## config.mk

```make
export PLATFORM = sky130hd
export DESIGN_NAME = load_store_unit
export DESIGN_NICKNAME = d
export VERILOG_FILES = /design/src/rtl/load_store_unit_pkg.sv /design/src/rtl/lsu_lane_align.sv /design/src/rtl/load_store_unit.sv
export SDC_FILE = /design/constraint.sdc
export NUM_CORES = 1
export LEC_CHECK = 0
export ABC_AREA = 1
export BUFFER_PORTS_ARGS = -buffer_cell sky130_fd_sc_hd__buf_4
export CORE_MARGIN = 1.5
export CORE_UTILIZATION = 45
export DETAILED_ROUTE_END_ITERATION = 8
export HOLD_SLACK_MARGIN = 0.02
export PLACE_DENSITY = 0.71
export RECOVER_POWER = 50
export SLEW_MARGIN = 20
export SYNTH_ARGS = -nofsm -noshare
export SYNTH_HDL_FRONTEND = slang
export SYNTH_SLANG_ARGS = --single-unit
```

## constraint.sdc

```tcl
create_clock -name clk -period 3.8 [get_ports clk]
set_input_delay 0.38 -clock clk [delete_from_list [all_inputs] [get_ports clk]]
set_output_delay 0.38 -clock clk [all_outputs]
set_load 0.02 [all_outputs]
```

## src/rtl/load_store_unit_pkg.sv

```systemverilog
// Shared LSU types: FSM states, funct3 size codes, error causes, request checks.
// Pure declarations and combinational helpers; no latency, no backpressure.
package load_store_unit_pkg;

    typedef enum logic [1:0] {
        IDLE = 2'd0,
        REQ  = 2'd1,
        WAIT = 2'd2,
        DONE = 2'd3
    } lsu_state_t;

    localparam logic [2:0] F3_B  = 3'b000;
    localparam logic [2:0] F3_H  = 3'b001;
    localparam logic [2:0] F3_W  = 3'b010;
    localparam logic [2:0] F3_BU = 3'b100;
    localparam logic [2:0] F3_HU = 3'b101;

    typedef logic [1:0] lsu_err_cause_t;

    localparam lsu_err_cause_t ERR_MISALIGN = 2'b00;
    localparam lsu_err_cause_t ERR_ILLEGAL  = 2'b01;
    localparam lsu_err_cause_t ERR_TIMEOUT  = 2'b10;

    function automatic logic lsu_illegal(input logic ld, input logic st, input logic [2:0] f3);
        logic bad;
        if (ld && st) begin
            bad = 1'b1;
        end else if (ld) begin
            bad = (f3 == 3'b011) || (f3 == 3'b110) || (f3 == 3'b111);
        end else begin
            bad = (f3 >= 3'b011);
        end
        return bad;
    endfunction

    // Only meaningful once lsu_illegal() has passed; bits [1:0] then encode the size.
    function automatic logic lsu_misaligned(input logic [2:0] f3, input logic [1:0] addr_lo);
        return ((f3[1:0] == 2'b01) && addr_lo[0]) ||
               ((f3[1:0] == 2'b10) && (addr_lo != 2'b00));
    endfunction

endpackage

```

## src/rtl/lsu_lane_align.sv

```systemverilog
// Byte-lane steering for stores and lane extraction with sign/zero extension for loads.
// Purely combinational, zero latency; no handshake.
module lsu_lane_align
    import load_store_unit_pkg::*;
(
    input  logic [2:0]  funct3_i,
    input  logic [1:0]  addr_lo_i,
    input  logic [31:0] st_data_i,
    input  logic [31:0] ld_word_i,
    output logic [3:0]  st_be_o,
    output logic [31:0] st_data_o,
    output logic [31:0] ld_data_o
);

    logic [7:0]  ld_byte;
    logic [15:0] ld_half;

    always_comb begin
        st_be_o   = 4'b1111;
        st_data_o = st_data_i;
        case (funct3_i[1:0])
            2'b00: begin
                st_be_o   = 4'b0001 << addr_lo_i;
                st_data_o = {4{st_data_i[7:0]}};
            end
            2'b01: begin
                st_be_o   = addr_lo_i[1] ? 4'b1100 : 4'b0011;
                st_data_o = {2{st_data_i[15:0]}};
            end
            default: begin
                st_be_o   = 4'b1111;
                st_data_o = st_data_i;
            end
        endcase
    end

    always_comb begin
        ld_byte   = ld_word_i[{addr_lo_i, 3'b000} +: 8];
        ld_half   = addr_lo_i[1] ? ld_word_i[31:16] : ld_word_i[15:0];
        ld_data_o = ld_word_i;
        case (funct3_i)
            F3_B:    ld_data_o = {{24{ld_byte[7]}}, ld_byte};
            F3_BU:   ld_data_o = {24'b0, ld_byte};
            F3_H:    ld_data_o = {{16{ld_half[15]}}, ld_half};
            F3_HU:   ld_data_o = {16'b0, ld_half};
            default: ld_data_o = ld_word_i;
        endcase
    end

endmodule

```

## src/rtl/load_store_unit.sv

```systemverilog
// Memory stage: one word-aligned req/gnt/rvalid bus access per load/store, with error reporting.
// Zero-wait latency: store done 2 cycles after accept, load 3, error 1; stalls EX until DONE.
module load_store_unit
    import load_store_unit_pkg::*;
#(
    parameter int unsigned TIMEOUT_CYCLES = 255
) (
    input  logic        clk,
    input  logic        reset,
    input  logic        ex_load,
    input  logic        ex_store,
    input  logic [2:0]  ex_funct3,
    input  logic [31:0] ex_addr,
    input  logic [31:0] ex_wdata,
    output logic        lsu_stall,
    output logic        lsu_done,
    output logic [31:0] lsu_rdata,
    output logic        lsu_err,
    output logic [1:0]  lsu_err_cause,
    output logic        mem_req,
    output logic        mem_we,
    output logic [31:0] mem_addr,
    output logic [3:0]  mem_be,
    output logic [31:0] mem_wdata,
    input  logic        mem_gnt,
    input  logic        mem_rvalid,
    input  logic [31:0] mem_rdata
);

    localparam logic [15:0] TO_LAST = 16'(TIMEOUT_CYCLES - 1);

    lsu_state_t     state_q, state_d;
    logic           load_q, load_d;
    logic [2:0]     funct3_q, funct3_d;
    logic [31:0]    addr_q, addr_d;
    logic [31:0]    wdata_q, wdata_d;
    logic [15:0]    cnt_q, cnt_d;
    logic [31:0]    rdata_q, rdata_d;
    logic           err_q, err_d;
    lsu_err_cause_t cause_q, cause_d;

    logic        ex_mem_op;
    logic        req_illegal;
    logic        req_misalign;
    logic        timeout_hit;
    logic [3:0]  st_be;
    logic [31:0] st_data;
    logic [31:0] ld_data;

    assign ex_mem_op    = ex_load | ex_store;
    assign req_illegal  = lsu_illegal(ex_load, ex_store, ex_funct3);
    assign req_misalign = lsu_misaligned(ex_funct3, ex_addr[1:0]);
    assign timeout_hit  = (cnt_q == TO_LAST);

    lsu_lane_align u_lane_align (
        .funct3_i  (funct3_q),
        .addr_lo_i (addr_q[1:0]),
        .st_data_i (wdata_q),
        .ld_word_i (mem_rdata),
        .st_be_o   (st_be),
        .st_data_o (st_data),
        .ld_data_o (ld_data)
    );

    always_ff @(posedge clk or posedge reset) begin
        if (reset) begin
            state_q <= IDLE;
        end else begin
            state_q <= state_d;
        end
    end

    always_comb begin
        state_d = state_q;
        case (state_q)
            IDLE: begin
                if (ex_mem_op) begin
                    state_d = (req_illegal || req_misalign) ? DONE : REQ;
                end
            end
            REQ: begin
                if (mem_gnt) begin
                    state_d = load_q ? WAIT : DONE;
                end else if (timeout_hit) begin
                    state_d = DONE;
                end
            end
            WAIT: begin
                if (mem_rvalid || timeout_hit) begin
                    state_d = DONE;
                end
            end
            default: state_d = IDLE;
        endcase
    end

    always_comb begin
        lsu_stall     = ex_mem_op && (state_q != DONE);
        lsu_done      = (state_q == DONE);
        lsu_rdata     = rdata_q;
        lsu_err       = err_q;
        lsu_err_cause = cause_q;
        mem_req       = (state_q == REQ);
        mem_we        = 1'b0;
        mem_addr      = 32'b0;
        mem_be        = 4'b0;
        mem_wdata     = 32'b0;
        if (state_q == REQ) begin
            mem_we    = !load_q;
            mem_addr  = {addr_q[31:2], 2'b00};
            mem_be    = load_q ? 4'b1111 : st_be;
            mem_wdata = load_q ? 32'b0 : st_data;
        end
    end

    // Result registers are only rewritten on the transition into DONE, so they hold in between.
    always_comb begin
        load_d   = load_q;
        funct3_d = funct3_q;
        addr_d   = addr_q;
        wdata_d  = wdata_q;
        cnt_d    = cnt_q;
        rdata_d  = rdata_q;
        err_d    = err_q;
        cause_d  = cause_q;
        case (state_q)
            IDLE: begin
                if (ex_mem_op) begin
                    load_d   = ex_load;
                    funct3_d = ex_funct3;
                    addr_d   = ex_addr;
                    wdata_d  = ex_wdata;
                    cnt_d    = 16'b0;
                    if (req_illegal) begin
                        rdata_d = 32'b0;
                        err_d   = 1'b1;
                        cause_d = ERR_ILLEGAL;
                    end else if (req_misalign) begin
                        rdata_d = 32'b0;
                        err_d   = 1'b1;
                        cause_d = ERR_MISALIGN;
                    end
                end
            end
            REQ: begin
                if (mem_gnt) begin
                    cnt_d = cnt_q + 16'd1;
                    if (!load_q) begin
                        rdata_d = 32'b0;
                        err_d   = 1'b0;
                        cause_d = ERR_MISALIGN;
                    end
                end else if (timeout_hit) begin
                    rdata_d = 32'b0;
                    err_d   = 1'b1;
                    cause_d = ERR_TIMEOUT;
                end else begin
                    cnt_d = cnt_q + 16'd1;
                end
            end
            WAIT: begin
                if (mem_rvalid) begin
                    rdata_d = ld_data;
                    err_d   = 1'b0;
                    cause_d = ERR_MISALIGN;
                end else if (timeout_hit) begin
                    rdata_d = 32'b0;
                    err_d   = 1'b1;
                    cause_d = ERR_TIMEOUT;
                end else begin
                    cnt_d = cnt_q + 16'd1;
                end
            end
            default: ;
        endcase
    end

    always_ff @(posedge clk or posedge reset) begin
        if (reset) begin
            load_q   <= 1'b0;
            funct3_q <= 3'b0;
            addr_q   <= 32'b0;
            wdata_q  <= 32'b0;
            cnt_q    <= 16'b0;
            rdata_q  <= 32'b0;
            err_q    <= 1'b0;
            cause_q  <= 2'b0;
        end else begin
            load_q   <= load_d;
            funct3_q <= funct3_d;
            addr_q   <= addr_d;
            wdata_q  <= wdata_d;
            cnt_q    <= cnt_d;
            rdata_q  <= rdata_d;
            err_q    <= err_d;
            cause_q  <= cause_d;
        end
    end

endmodule

```

==> run metrics <==
H-Tree Depth=4; CTS tree=built; Worst-Margin Slew=around 2800 ps; root buffer cell=clkbuf_16; Total Power=7.48 mW; Critical Path Start Type=flip-flop; area grow syn2layout=30.1%; clock buffer depth=2; top layer in use=met4; crit-path most repeated cell=buf_4; #FFs+latches synth=~120; Worst EP required=approximately 3400 ps; total negative slack=0 ps; warnings from Yosys=0; vias per cell=roughly 5.2; worst endpoint data arrival time=between 2000 and 3000 ps; max-cap viol count=2; layout cells sized above 1=0.280; cells along the critical path=buf_4 -> inv_2 -> nand2_1 -> o21ai_0 -> nor2_1 -> buf_4; worst hold path class=primary input to flip-flop; RSZ-0062 raised after global routing=no; initial antenna violation count=0; Worst path top cell family by delay=buffers and inverters; Mapped Area=0.00699 mm^2; Met3 Routed Length=1.52 mm; M1 wire length=8.73 mm; status=finished with violations; Final min period=between 3000 and 4000 ps; First-pass DRT Iterations=5; IO Port Bufs=between 200 and 250; Synth area leaders=dfrtp_1 (43%), nand2_1 (11%), mux2_2 (7.4%), inv_1 (6.2%), nor2_1 (4.1%); multi-input logic area=~0.0033 mm^2; Remaining DRCs=0; placed cells=~1.2k; Buf/Inv on CP=3; final WL=19.8 mm; RePlAce Congestion=between 0.8 and 0.9; area of the core=roughly 0.015 mm^2; Leak Pwr=4.81 nW; vias in the first global route=approximately 6.3k; Worst-path clk slew=about 60 ps; clock buffer count from CTS=17; worst setup path class=flip-flop to output port; post-synth top area share=0.433; starting density of the core=0.460; final setup fails=0; Rows=45; PostCTS Resize Cnt=0; post-layout util=0.598; fin cells=roughly 1.3k; initial DRC count=around 480; Critical Path Max Stage Delay=about 480 ps; Synth area leader=dfrtp_1; Max VDD drop=0.538 mV; distinct cell type count after synthesis=between 40 and 50; die width=between 100 and 150 um; fin. max-slew vios=61; layout net count=1183; Max Clk Rate=328 MHz; violated checks=max-capacitance violations, max-slew violations; total vias in the final route=6669; ant diodes=0; Rel. slew slack=-0.862; sequential-to-total area share from yosys stat=0.433; met2 wire len=just over 9 mm; total power divided by cell area=822 mW/mm^2; DRT antenna net count=0; Storage cell area=roughly 0.0030 mm^2; final period utilization=0.802; Setup Buffers After CTS=0; Die Footprint=0.0163 mm^2; overflow left after global routing=0; wire per inst=between 15 and 20 um; Fill cells=~1.4k; IO Count=212; clk_skew=approximately 7.3 ps; crit end category=output port; DP HPWL=around 14 mm; slowest CP cell=inv_2; chip height=roughly 130 um; Critical Path Fanout Max=40; clk sink count=~120; first-pass GRT wire length=about 32 mm; Mean Syn Cell Area=roughly 8 um^2; final hold viol count=0; Clk Latency, worst-skew pair=420 ps; CTS Hold Bufs=0; largest net degree at the start of global routing=73; gr usage total=0.248; cells after synthesis=just under 900
-- worst register-to-register path: stages (launching register included) --
cell and delay, ps:
dfrtp_1 350, buf_4 260, inv_2 480, nand2_1 450, nor2_1 230, nand2_2 150, nand3_2 320, o21ai_0 140
o21ai_0 150
-- routing by layer --
| metal | global-route usage | vias to the layer above |
|---|---|---|
| met1 | 0.332 | 3145 |
| met2 | 0.383 | 250 |
| met5 | 0 | - |
| met4 | 0.0932 | 0 |
| met3 | 0.0750 | 34 |
| li1 | - | 3240 |
-- cell type report --
cell class / instances / share of cell area
Tap cell: 188 / 0.0259
Timing Repair Buffer: 216 / 0.161
Inverter: 123 / 0.0515
Clock inverter: 10 / 0.0155
Clock buffer: 22 / 0.0532
Multi-Input combinational cell: 593 / 0.360
Sequential cell: 121 / 0.333
-- cells by family after synthesis --
family / Yosys count / synth area share
xor+xnor: 3 / 0.00376
other cells: 1 / 0.000536
simple gates: 396 / 0.265
flops: 121 / 0.433
fa+ha+maj: 6 / 0.0107
mux: 46 / 0.0741
compound gates: 140 / 0.113
buf+inv: 166 / 0.0999
-- metrics by stage --
| stage | setup WS, ps | hold slack, ps | area, um^2 |
|---|---|---|---|
| after global placement | 1260 | 487 | 8630 |
| after detailed placement | 1210 | 493 | 8630 |
| after floorplan | 206 | 474 | 6990 |
| final | 753 | 190 | 9090 |
| after CTS | 756 | 133 | 9260 |
| after global routing | 547 | 167 | 9090 |
-- synthesized netlist by cell type, drive strengths merged --
| library cell | instances |
|---|---|
| o221ai | 5 |
| nor2 | 84 |
| or2 | 2 |
| o311ai | 1 |
| o2111ai | 3 |
| clkbuf | 18 |
| a21oi | 47 |
| o21bai | 1 |
| conb | 1 |
| dfrtp | 121 |
| o21a | 1 |
| a21boi | 3 |
| o211ai | 4 |
| ha | 6 |
| nand3 | 72 |
| a31oi | 1 |
| nand3b | 1 |
| xor2 | 2 |
| nand2 | 209 |
| clkinv | 2 |
| o21ai | 63 |
| nor3 | 3 |
| o22ai | 11 |
| nand4 | 25 |
| xnor2 | 1 |
| buf | 25 |
| mux2 | 46 |
| inv | 121 |
-- flip-flops by register name, indices dropped and copies added (netlist names) --
name,count
cnt_q,16
addr_q,32
load_q,1
wdata_q,32
state_q,2
lsu_err_cause,2
funct3_q,3
lsu_rdata,32
lsu_err,1
-- layout by cell type (no fill, tap or decap), types with 4 or more instances in the layout --
| cell | count |
|---|---|
| clkinv_4 | 4 |
| buf_4 | 173 |
| o22ai_1 | 11 |
| o21ai_1 | 13 |
| clkbuf_1 | 41 |
| dfrtp_1 | 121 |
| a21oi_1 | 46 |
| inv_2 | 6 |
| nor2_2 | 4 |
| nand3_1 | 47 |
| nand2_2 | 6 |
| mux2_2 | 46 |
| o221ai_1 | 5 |
| clkbuf_8 | 4 |
| inv_1 | 114 |
| nor2_1 | 77 |
| o211ai_1 | 4 |
| o21ai_0 | 50 |
| nand2_1 | 202 |
| ha_1 | 6 |
| nand4_1 | 25 |
| clkbuf_16 | 17 |
| nand3_2 | 24 |
-- power by group --
group          leakage (nW)  internal (mW)  switching, mW
registers              1.51           1.77          0.340
logic                  2.99           1.31           2.37
clock network         0.302           1.10          0.592
total                  4.81           4.18           3.30
-- worst paths after layout --
| path | startpoint | endpoint | slack [ps] | depth (start not counted) |
|---|---|---|---|---|
| worst max-delay path | funct3_q[1] | mem_wdata[28] | 750 | 6 |
| worst min-delay path | ex_addr[9] | addr_q[9] | 190 | 2 |
| worst max register to register | funct3_q[1] | lsu_rdata[15] | 1180 | 8 |
| worst min register to register | addr_q[29] | addr_q[29] | 500 | 1 |
| max in group asynchronous | reset | addr_q[31] | 1310 | 3 |
| min in group asynchronous | reset | addr_q[26] | 740 | 2 |
No activity file was read; power rests on OpenSTA's default activity.
